$ cat src/rtl/uart_rxr.sv
// UART receiver, 8N1 LSB first. Mid-bit sampling from a per-bit clock counter,
// valid/ack byte handshake, framing-error and overrun pulses.
module uart_rxr #(
    parameter int unsigned CLKS_PER_BIT = 434
) (
    input  logic       i_clk,
    input  logic       i_rst_n,
    input  logic       i_rx_serial,
    input  logic       i_byte_ack,
    output logic [7:0] o_byte,
    output logic       o_byte_valid,
    output logic       o_frame_err,
    output logic       o_overrun,
    output logic       o_busy
);

    localparam int unsigned CW = $clog2(CLKS_PER_BIT) + 1;
    localparam int unsigned H  = (CLKS_PER_BIT - 1) / 2;
    localparam logic [CW-1:0] CNT_HALF = CW'(H);
    localparam logic [CW-1:0] CNT_LAST = CW'(CLKS_PER_BIT - 1);

    typedef enum logic [2:0] {StIdle, StStart, StData, StStop, StCleanup} state_e;

    state_e        state_q, state_d;
    logic          rx_meta_q, rx_s_q;
    logic [CW-1:0] cnt_q, cnt_d;
    logic [2:0]    idx_q, idx_d;
    logic [7:0]    shreg_q, shreg_d;
    logic [7:0]    byte_q, byte_d;
    logic          valid_q, valid_d;
    logic          frame_err_q, frame_err_d;
    logic          overrun_q, overrun_d;
    logic          cnt_half, cnt_last, stop_good, stop_bad;

    assign cnt_half = (cnt_q == CNT_HALF);
    assign cnt_last = (cnt_q == CNT_LAST);

    // Idle-high reset value keeps a released reset from looking like a start bit.
    always_ff @(posedge i_clk or negedge i_rst_n) begin
        if (!i_rst_n) begin
            rx_meta_q <= 1'b1;
            rx_s_q    <= 1'b1;
        end else begin
            rx_meta_q <= i_rx_serial;
            rx_s_q    <= rx_meta_q;
        end
    end

    always_ff @(posedge i_clk or negedge i_rst_n) begin
        if (!i_rst_n) begin
            state_q <= StIdle;
        end else begin
            state_q <= state_d;
        end
    end

    always_comb begin
        state_d = state_q;
        case (state_q)
            StIdle:    if (!rx_s_q) state_d = StStart;
            StStart:   if (cnt_half) state_d = rx_s_q ? StIdle : StData;
            StData:    if (cnt_last && idx_q == 3'd7) state_d = StStop;
            StStop:    if (cnt_last) state_d = StCleanup;
            StCleanup: if (rx_s_q) state_d = StIdle;
            default:   state_d = StIdle;
        endcase
    end

    always_comb begin
        o_busy    = (state_q != StIdle);
        cnt_d     = '0;
        idx_d     = idx_q;
        shreg_d   = shreg_q;
        stop_good = 1'b0;
        stop_bad  = 1'b0;
        case (state_q)
            StStart: begin
                if (cnt_half) begin
                    idx_d = 3'd0;
                end else begin
                    cnt_d = cnt_q + 1'b1;
                end
            end
            StData: begin
                if (cnt_last) begin
                    shreg_d[idx_q] = rx_s_q;
                    idx_d          = idx_q + 3'd1;
                end else begin
                    cnt_d = cnt_q + 1'b1;
                end
            end
            StStop: begin
                if (cnt_last) begin
                    stop_good = rx_s_q;
                    stop_bad  = !rx_s_q;
                end else begin
                    cnt_d = cnt_q + 1'b1;
                end
            end
            default: ;
        endcase

        byte_d      = byte_q;
        valid_d     = valid_q;
        overrun_d   = 1'b0;
        frame_err_d = stop_bad;
        // An ack coinciding with a completing byte is absorbed: the new byte stays valid.
        if (stop_good) begin
            byte_d    = shreg_q;
            valid_d   = 1'b1;
            overrun_d = valid_q && !i_byte_ack;
        end else if (valid_q && i_byte_ack) begin
            valid_d = 1'b0;
        end
    end

    always_ff @(posedge i_clk or negedge i_rst_n) begin
        if (!i_rst_n) begin
            cnt_q       <= '0;
            idx_q       <= 3'd0;
            shreg_q     <= 8'h00;
            byte_q      <= 8'h00;
            valid_q     <= 1'b0;
            frame_err_q <= 1'b0;
            overrun_q   <= 1'b0;
        end else begin
            cnt_q       <= cnt_d;
            idx_q       <= idx_d;
            shreg_q     <= shreg_d;
            byte_q      <= byte_d;
            valid_q     <= valid_d;
            frame_err_q <= frame_err_d;
            overrun_q   <= overrun_d;
        end
    end

    assign o_byte       = byte_q;
    assign o_byte_valid = valid_q;
    assign o_frame_err  = frame_err_q;
    assign o_overrun    = overrun_q;

endmodule

$ cat config.mk
export PLATFORM = sky130hd
export DESIGN_NAME = uart_rxr
export DESIGN_NICKNAME = d
export VERILOG_FILES = /design/src/rtl/uart_rxr.sv
export SDC_FILE = /design/constraint.sdc
export NUM_CORES = 1
export LEC_CHECK = 0
export BUFFER_PORTS_ARGS = -buffer_cell sky130_fd_sc_hd__buf_2
export CORE_MARGIN = 4
export CORE_UTILIZATION = 40
export CTS_CLUSTER_SIZE = 30
export DETAILED_ROUTE_END_ITERATION = 10
export MAX_ROUTING_LAYER = met4
export PLACE_DENSITY = 0.67
export SYNTH_ARGS = -nofsm -noshare
export SYNTH_HDL_FRONTEND = slang
export SYNTH_SLANG_ARGS = --single-unit
$ cat constraint.sdc
create_clock -name i_clk -period 3.7 [get_ports i_clk]
set_clock_uncertainty 0.05 [all_clocks]
set_input_delay 0.74 -clock i_clk [delete_from_list [all_inputs] [get_ports i_clk]]
set_output_delay 0.74 -clock i_clk [all_outputs]
set_load 0.01 [all_outputs]
==> results by group, run 1 <==
Worst setup path
  – Flop-to-flop setup slack: between 1000 and 1500 ps
  – Worst reg2reg path depth: 4
  – Worst Path Required: 3820 ps
  – CP endpoint: state_q[0]$_DFFE_PN0P_
  – CP Capture Type: flip-flop
  – CP Launch Type: flip-flop
  – Crit path max fanout: 11
  – R2R Path End: state_q[0]$_DFFE_PN0P_
  – CP arrival: between 2000 and 3000 ps
  – WS Path Type: reg -> reg
  – Worst Setup SP: cnt_q[2]$_DFF_PN0_
  – RR Startpoint: cnt_q[2]$_DFF_PN0_

Place
  – Gpl congestion: 0.882
  – Post-DP HPWL: 2.01 mm
  – IO buf count: 15

Timing
  – Fin crit share: 0.668
  – Fmax: 405 MHz
  – Final min period: 2470 ps
  – RSZ-0062 raised after global routing: false
  – Total negative slack: 0 ps
  – Slew Limit Fails: 0
  – Worst-Margin Slew: 798 ps
  – Final setup viols: 0
  – Final hold violations: 0
  – Max_slew headroom: 0.468

CTS
  – CTS root buf: clkbuf_8
  – # clock sinks: 37
  – Insertion delay to the later sink of the worst-skew pair: 290 ps
  – TritonCTS Buffers: 5
  – Clock slew seen by the registers of the worst setup and hold paths: about 70 ps
  – Htree depth: 2
  – Post-CTS Resized: 0
  – CTS Buffer Depth: 2
  – CTS tree: done
  – Hold_buf cts: 0
  – Post-CTS Setup Inserts: 0

Logic synthesis
  – Synthesized flop and latch total: 37
  – Mapped Nets: 158
  – Synth cell types: 35
  – Syn_area_per_cell: approximately 11 um^2
  – Area share of the largest cell type after synthesis: 0.518
  – Syn Inst Count: 149
  – Async set or reset register ratio after synthesis: 1.00
  – EDFF count, synth: 0
  – Synth warn: 0
  – Main flop type after synthesis: dfrtp_1
  – Seq/Total Area, Yosys: 0.549
  – Netlist Area Pre-Place: 0.00169 mm^2
  – Top post-synthesis cells by area: dfrtp_1 (52%), mux2_1 (9.3%), nor2_1 (4.2%)
  – Cell taking the most area after synthesis: dfrtp_1

Global route
  – Remaining Overflow, GRT: 0
  – Gr usage total: 0.127
  – First-pass GRT wire length: 5.00 mm
  – Pin count of the biggest net entering global routing: 38
  – Vias in the first global route: 1092
  – Initial antenna violation count: 0

Power and ir drop
  – VDD IR max: between 0.2 and 0.3 mV
  – P_int: about 0.6 mW
  – Comb power frac: 0.014
  – Psw: 0.146 mW
  – Switching power share of the total: 0.195
  – Pwr per Cell Area: 392 mW/mm^2
  – Clk pwr share: 0.442
  – Tot Pwr: 0.750 mW
  – Sequential power share: 0.544
  – Leakage: 0.910 nW

Outcome
  – Status: finished, final reports clean

Detailed routing
  – DR vias/cell: 5.11
  – Final ANT Viol Nets: 0
  – WL/cell: 13.2 um
  – Drt pass-1 iters: 4
  – WL final: about 2.9 mm
  – Starting DRT DRC Count: 60
  – Via Count: between 1000 and 1500
  – Post-route DRC violation count: 0

Flow run
  – Max Cap Viol: 0

Final layout
  – Diodes inserted: 0
  – Layout cells sized above 1: 0.186
  – Layout net count: 176
  – Core Util, Final: 0.471
  – Most frequent cells in the layout: dfrtp_1 (35), nor2_1 (19), buf_2 (15)
  – Most common cell after layout, fill and taps aside: dfrtp_1
  – Area growth, synth to finish: 13.2%

Floorplan
  – Io pins: 16
  – Row Count: 23
  – Die width: between 70 and 80 um
  – Die area: 0.00533 mm^2
  – Initial Util: 0.417
  – Core box area: 0.00406 mm^2
  – Die height: 73.0 um

Worst hold path
  – HP Class: reg -> reg
-- worst min path at each step --
stage | startpoint | to | slack (ps) | cells past startpoint
floorplan | rx_meta_q$_DFF_PN1_ | rx_s_q$_DFF_PN1_ | 300 | 0
global placement | rx_meta_q$_DFF_PN1_ | rx_s_q$_DFF_PN1_ | 300 | 0
detailed placement | rx_meta_q$_DFF_PN1_ | rx_s_q$_DFF_PN1_ | 300 | 0
CTS | rx_meta_q$_DFF_PN1_ | rx_s_q$_DFF_PN1_ | 310 | 0
global route | rx_meta_q$_DFF_PN1_ | rx_s_q$_DFF_PN1_ | 310 | 0
finish | rx_meta_q$_DFF_PN1_ | rx_s_q$_DFF_PN1_ | 310 | 0
-- kinds of logic (layout without fill, tap and decap cells) --
family,count (synthesis),count (layout),synth area share
DFF,37,37,0.549
xor gates and xnor gates,8,8,0.0415
and+or+nand+nor,64,64,0.192
muxes,20,20,0.131
adders and majority gates,5,5,0.0370
buffers and inverters,9,27,0.0222
AOI/OAI and AO/OA,6,6,0.0274
-- synth_stat cells (all sizes together), types with 3 or more instances --
cell type,number
inv,5
dfrtp,35
ha,5
nand2,12
xnor2,6
nor3,9
nor2,20
clkbuf,3
mux2,17
nand3,5
nand4,4
mux2i,3
-- through the flow --
stage          hold slack, ps  instances  setup WS [ps]  area, um^2
2_1_floorplan             295        149           1670        1690
3_3_place_gp              296        210           1320        1810
3_5_place_dp              300        210           1230        1810
4_1_cts                   309        217           1220        1910
5_1_grt                   314        217           1130        1910
6_report                  308        217           1230        1910
-- state kept, by name (all words and copies together), names as in the netlist --
register	flops
rx_meta_q	1
rx_s_q	1
o_byte	8
cnt_q	10
state_q	3
shreg_q	8
o_byte_valid	1
o_frame_err	1
idx_q	3
o_overrun	1
-- metal layers --
metal / vias up / track usage / wire length [um]
li1: 550 / - / -
met1: 532 / 0.153 / 1310
met2: 21 / 0.194 / 1380
met3: 6 / 0.0496 / 129
met4: 0 / 0.0430 / 43
met5: - / - / 0
-- layout make-up --
cell class / instances / area [um^2]
Tap cell: 50 / 62.6
Timing Repair Buffer: 15 / 75.1
Clock inverter: 2 / 35.0
Sequential cell: 37 / 928
Fill cell: 375 / 2140
Clock buffer: 5 / 68.8
Inverter: 5 / 18.8
Multi-Input combinational cell: 103 / 724
-- critical path: stages (launching register included) --
cell,delay (ps)
dfrtp_1,450
or4_1,550
or3_4,420
a31oi_2,520
mux2_1,370
-- power by group through the flow --
stage	clock network (mW)	registers [mW]	logic, mW
detailed placement	0	0.416	0.0108
CTS	0.345	0.408	0.0108
global placement	0	0.416	0.0106
floorplan	0	0.414	0.00246
finish	0.332	0.408	0.0101
global route	0.368	0.408	0.0123
(Power assumes the default switching activity.)
==> inputs of run 2 (changes only) <==
- ABC_AREA: unset -> 1
- PLACE_DENSITY: 0.67 -> 0.66
- clock period: 3.7 -> 2.39 ns (I/O delays scaled with it)
==> results by group, run 2 <==
Worst setup path
  – Worst Path Required: 1860 ps
  – CP arrival: about 1100 ps
  – WS Path Type: reg -> out
  – Crit path max fanout: 5
  – Flop-to-flop setup slack: 750 ps
  – CP Capture Type: output pin
  – Worst reg2reg path depth: 8
  – R2R Path End: o_byte[2]$_DFFE_PN0P_
  – CP Launch Type: flip-flop
  – RR Startpoint: cnt_q[1]$_DFF_PN0_

Logic synthesis
  – EDFF count, synth: 0
  – Syn Inst Count: 231
  – Async set or reset register ratio after synthesis: 1.00
  – Cell taking the most area after synthesis: dfrtp_1
  – Netlist Area Pre-Place: 0.00186 mm^2
  – Main flop type after synthesis: dfrtp_1
  – Most common cell in the netlist: nand2_1
  – Synthesized flop and latch total: 37
  – Synth cell types: 24
  – Syn_area_per_cell: between 8 and 9 um^2
  – Seq/Total Area, Yosys: 0.499
  – Area share of the largest cell type after synthesis: 0.471
  – Mapped Nets: 240
  – Synth warn: 0
  – Top post-synthesis cells by area: dfrtp_1 (47%), nand2_1 (16%), nor2_1 (5.4%)
  – Most frequent cells after synthesis: nand2_1 (77), dfrtp_1 (35), nor2_1 (27)

Place
  – IO buf count: 15
  – DP Worst Slack: 743 ps
  – Post-DP HPWL: 2.53 mm
  – Placed Cells: approximately 300
  – Gpl congestion: 0.808
  – Cell Area, Placed: 0.00199 mm^2

Timing
  – Total negative slack: 0 ps
  – Slew Limit Fails: 0
  – RSZ-0062 raised after global routing: false
  – Final hold violations: 0
  – Final setup viols: 0
  – Worst-Margin Slew: ~810 ps
  – Final min period: 1650 ps
  – Fmax: between 600 and 700 MHz
  – Fin worst setup slack: 735 ps
  – Max_slew headroom: 0.463
  – Fin crit share: 0.692

Outcome
  – Status: finished, final reports clean

Floorplan
  – Core box area: 0.00441 mm^2
  – Die width: 76.2 um
  – Die height: around 76 um
  – Row Count: 24
  – Die area: 0.00581 mm^2
  – Initial Util: 0.421
  – Io pins: 16

Detailed routing
  – Drt pass-1 iters: 4
  – Via Count: 1470
  – WL final: about 3.5 mm
  – DR vias/cell: 4.84
  – Post-route DRC violation count: 0
  – WL/cell: about 12 um
  – Starting DRT DRC Count: between 100 and 150
  – Final ANT Viol Nets: 0

CTS
  – CTS root buf: clkbuf_8
  – CTS tree: done
  – CTS Buffer Depth: 2
  – # clock sinks: 37
  – TritonCTS Buffers: 5
  – Insertion delay to the later sink of the worst-skew pair: 280 ps
  – Post-CTS Resized: 0
  – Clock slew seen by the registers of the worst setup and hold paths: about 80 ps
  – Hold_buf cts: 0
  – Post-CTS Setup Inserts: 0
  – Htree depth: 2

Global route
  – Remaining Overflow, GRT: 0
  – Gr usage total: 0.135
  – First-pass GRT wire length: 6.31 mm
  – Initial antenna violation count: 0
  – Pin count of the biggest net entering global routing: 38
  – Vias in the first global route: 1382

Final layout
  – Non-Filler Instances: a little over 300
  – Diodes inserted: 0
  – Layout cells sized above 1: 0.147
  – Max FFs per register: 10
  – Most frequent cells in the layout: nand2_1 (77), dfrtp_1 (35), nor2_1 (27)
  – Layout net count: 260
  – Finished Cell Area: between 0.002 and 0.0025 mm^2
  – Core Util, Final: 0.470
  – Most common cell after layout, fill and taps aside: nand2_1
  – Top reg by flops: cnt_q
  – Area growth, synth to finish: 11.4%
  – Filler cell count: 439

Worst hold path
  – HP Class: in -> async

Power and ir drop
  – Leakage: 1.08 nW
  – Pwr per Cell Area: 515 mW/mm^2
  – VDD IR max: 0.178 mV

Flow run
  – Max Cap Viol: 0
-- run 2: changes by cell type after synthesis, moves of 6 or more --
cell	change
o21ai_0	+12
nor3_1	-6
nand2_1	+65
nand3_1	+10
inv_1	+19
nor2_1	+8
mux2_1	-14
-- run 2: how the worst max path moves through the flow --
stage	from	end	slack [ps]	cells after the start
after floorplan	cnt_q[1]$_DFF_PN0_	cnt_q[6]$_DFF_PN0_	960	9
after global placement	cnt_q[1]$_DFF_PN0_	o_byte[2]$_DFFE_PN0P_	780	8
after detailed placement	cnt_q[1]$_DFF_PN0_	o_byte[2]$_DFFE_PN0P_	740	8
after CTS	cnt_q[1]$_DFF_PN0_	o_byte[2]$_DFFE_PN0P_	730	8
after global routing	cnt_q[1]$_DFF_PN0_	o_byte[3]$_DFFE_PN0P_	550	8
final	state_q[0]$_DFFE_PN0P_	o_busy	740	3
-- run 2: routing by layer --
| layer | track usage | routed length (um) |
|---|---|---|
| met1 | 0.177 | 1790 |
| met5 | - | 0 |
| met3 | 0.0355 | 151 |
| met4 | 0.0542 | 42 |
| met2 | 0.200 | 1530 |
-- run 2: final cells by class --
cell class              instances  area, um^2  area share
flip-flops and latches         37         928       0.448
multi-input cells             166         825       0.398
inverters                      26        97.6      0.0471
repair buffers                 15        75.1      0.0362
clock buffers                   6        72.6      0.0350
well taps                      52        65.1      0.0314
clock inverters                 2        10.0     0.00483
-- run 2: stage by stage --
stage | hold WS (ps) | power (mW)
6_report | 228 | 1.07
3_3_place_gp | 296 | 0.663
4_1_cts | 231 | 1.09
2_1_floorplan | 132 | 0.647
5_1_grt | 224 | 1.12
3_5_place_dp | 298 | 0.663
-- run 2: logic make-up after synthesis --
logic type / Yosys count / share of synthesized area
adders and majority gates: 5 / 0.0336
AOI/OAI and AO/OA: 15 / 0.0410
and+or+nand+nor: 141 / 0.345
buffers and inverters: 28 / 0.0578
DFF: 37 / 0.499
xor gates and xnor gates: 5 / 0.0235
-- run 2: critical path: stages, from the launching register on --
cell and delay (ps):
dfrtp_1 430, nor2_1 200, nand2_1 70, buf_2 140
-- run 2: where the power goes --
group / internal [mW] / switching (mW) / total (mW)
combinational: 0.00241 / 0.0150 / 0.0174
sequential: 0.629 / 0.00333 / 0.632
clock: 0.202 / 0.216 / 0.418
total: 0.833 / 0.234 / 1.07
==> inputs of run 3 (changes only) <==
- ABC_AREA: 1 -> 0
- PLACE_DENSITY: 0.66 -> 0.69
- clock period: 2.39 -> 1.5 ns (I/O delays scaled with it)
==> results by group, run 3 (same netlist as run 1, synthesis figures left out) <==
Final layout
  – Filler cell count: 302
  – Area growth, synth to finish: 48.3%
  – Most frequent cells in the layout: dfrtp_1 (34), buf_4 (29), mux2_4 (17)
  – Max FFs per register: 10
  – Most common cell after layout, fill and taps aside: dfrtp_1
  – Layout cells sized above 1: 0.500
  – Finished Cell Area: 0.00251 mm^2
  – Layout net count: 217
  – Diodes inserted: 0
  – Top reg by flops: cnt_q
  – Core Util, Final: 0.618

Floorplan
  – Initial Util: 0.417
  – Die height: around 73 um
  – Die width: 73.0 um
  – Die area: between 0.005 and 0.006 mm^2
  – Io pins: 16
  – Core box area: a little over 0.004 mm^2
  – Row Count: 23

Global route
  – First-pass GRT wire length: 6.65 mm
  – Gr usage total: 0.174
  – Pin count of the biggest net entering global routing: 22
  – Vias in the first global route: approximately 1400
  – Initial antenna violation count: 0
  – Remaining Overflow, GRT: 0

Worst hold path
  – HP Class: in -> reg

CTS
  – CTS tree: done
  – Htree depth: 2
  – # clock sinks: 37
  – Insertion delay to the later sink of the worst-skew pair: 300 ps
  – TritonCTS Buffers: 5
  – Clock slew seen by the registers of the worst setup and hold paths: 60 ps
  – CTS Buffer Depth: 2
  – CTS root buf: clkbuf_8

Worst setup path
  – WS Path Type: reg -> reg
  – Worst stage delay on the critical path: 510 ps
  – Crit path max fanout: 2
  – CP Launch Type: flip-flop
  – Worst Path Required: 1630 ps
  – CP Capture Type: flip-flop
  – Critical-path top delay cell: or4_1
  – CP arrival: 2070 ps
  – Crit path max-delay family: simple AND/OR/NAND/NOR gates
  – Critical path cell sequence: or4_1 > or3_4 > a31oi_4 > mux2_4
  – CP bufs+invs: 0

Timing
  – Final setup viols: 34
  – Fmax: ~500 MHz
  – Total negative slack: -9850 ps
  – Fin crit share: 1.30
  – Final hold violations: 0
  – Slew Limit Fails: 0
  – Final min period: ~1900 ps
  – Max_slew headroom: 0.734
  – Fin worst setup slack: -445 ps
  – RSZ-0062 raised after global routing: true
  – Worst-Margin Slew: 399 ps

Power and ir drop
  – VDD IR max: around 0.60 mV
  – Leakage: between 1 and 1.5 nW
  – Pwr per Cell Area: about 750 mW/mm^2
  – Tot Pwr: between 1.5 and 2 mW

Flow run
  – Max Cap Viol: 0

Place
  – Gpl congestion: 0.913
  – Post-DP HPWL: between 2 and 3 mm
  – Cell Area, Placed: between 0.002 and 0.0025 mm^2
  – IO buf count: 15

Detailed routing
  – DR vias/cell: roughly 5.1
  – Drt pass-1 iters: 4
  – WL/cell: 15.9 um
  – Post-route DRC violation count: 0
  – Final ANT Viol Nets: 0
  – WL final: 4.11 mm
  – Via Count: 1317
  – Starting DRT DRC Count: 48

Outcome
  – Status: complete, but fails checks
  – Failing checks: setup timing
[run 3: cell count changes in the layout (fill, tap and decap cells not counted), moves of 9 or more]
cell | previous run | this run
mux2_4 | 0 | 17
o21ai_0 | 13 | 0
inv_1 | 24 | 4
buf_4 | 0 | 29
nand2_1 | 77 | 12
nand3_1 | 15 | 5
nor2_1 | 27 | 16
buf_6 | 0 | 9
[run 3: stage by stage]
step,hold WS (ps),cells,setup WS [ps]
after CTS,46.8,254,-395
final,52.1,258,-445
after global placement,190,238,-363
after floorplan,-45.6,149,-407
after global routing,30.8,258,-506
after detailed placement,196,238,-423
[run 3: worst paths after layout]
| path | depth (start not counted) | slack, ps | end | from |
|---|---|---|---|---|
| worst min-delay path | 1 | 50 | rx_meta_q$_DFF_PN1_ | i_rx_serial |
| worst max register to register | 4 | -450 | state_q[0]$_DFFE_PN0P_ | cnt_q[8]$_DFF_PN0_ |
| min in group asynchronous | 2 | 400 | shreg_q[4]$_DFFE_PN0P_ | i_rst_n |
| worst min register to register | 0 | 310 | rx_s_q$_DFF_PN1_ | rx_meta_q$_DFF_PN1_ |
| max in group asynchronous | 3 | 460 | rx_s_q$_DFF_PN1_ | i_rst_n |
| worst max-delay path | 4 | -450 | state_q[0]$_DFFE_PN0P_ | cnt_q[8]$_DFF_PN0_ |
[run 3: worst register-to-register path: stages, from the launching register on]
cell and delay, ps:
dfrtp_1 370, or4_1 510, or3_4 370, a31oi_4 210, mux2_4 320
[run 3: per-layer routing]
metal	global-route usage	part of all wire	up-vias
li1	-	-	631
met4	0.0881	0.029	0
met1	0.187	0.40	654
met2	0.287	0.53	22
met3	0.0537	0.037	10
met5	-	0	-
[run 3: cell type report]
type / count / area, um^2 / area share
Tap cell: 50 / 62.6 / 0.0250
Multi-Input combinational cell: 103 / 947 / 0.378
Sequential cell: 37 / 930 / 0.371
Clock inverter: 2 / 35.0 / 0.0140
Clock buffer: 5 / 68.8 / 0.0275
Timing Repair Buffer: 56 / 444 / 0.177
Inverter: 5 / 18.8 / 0.00749
[run 3: power breakdown]
part           internal (mW)  switching, mW  total, mW  leakage (nW)
clock                  0.483          0.350      0.833        0.0540
sequential              1.00        0.00135       1.00         0.494
combinational         0.0142         0.0273     0.0415         0.590
[run 3: what timing repair did]
| item | 4_1_cts | 5_1_grt |
|---|---|---|
| setup endpoints to repair | 33 | 36 |
| resized for setup | 25 | 20 |
| buffers inserted | 9 | 6 |
| pin swaps | 13 | 13 |
| hold buffers | 1 | 0 |
| endpoints found under the hold margin | 16 | 0 |
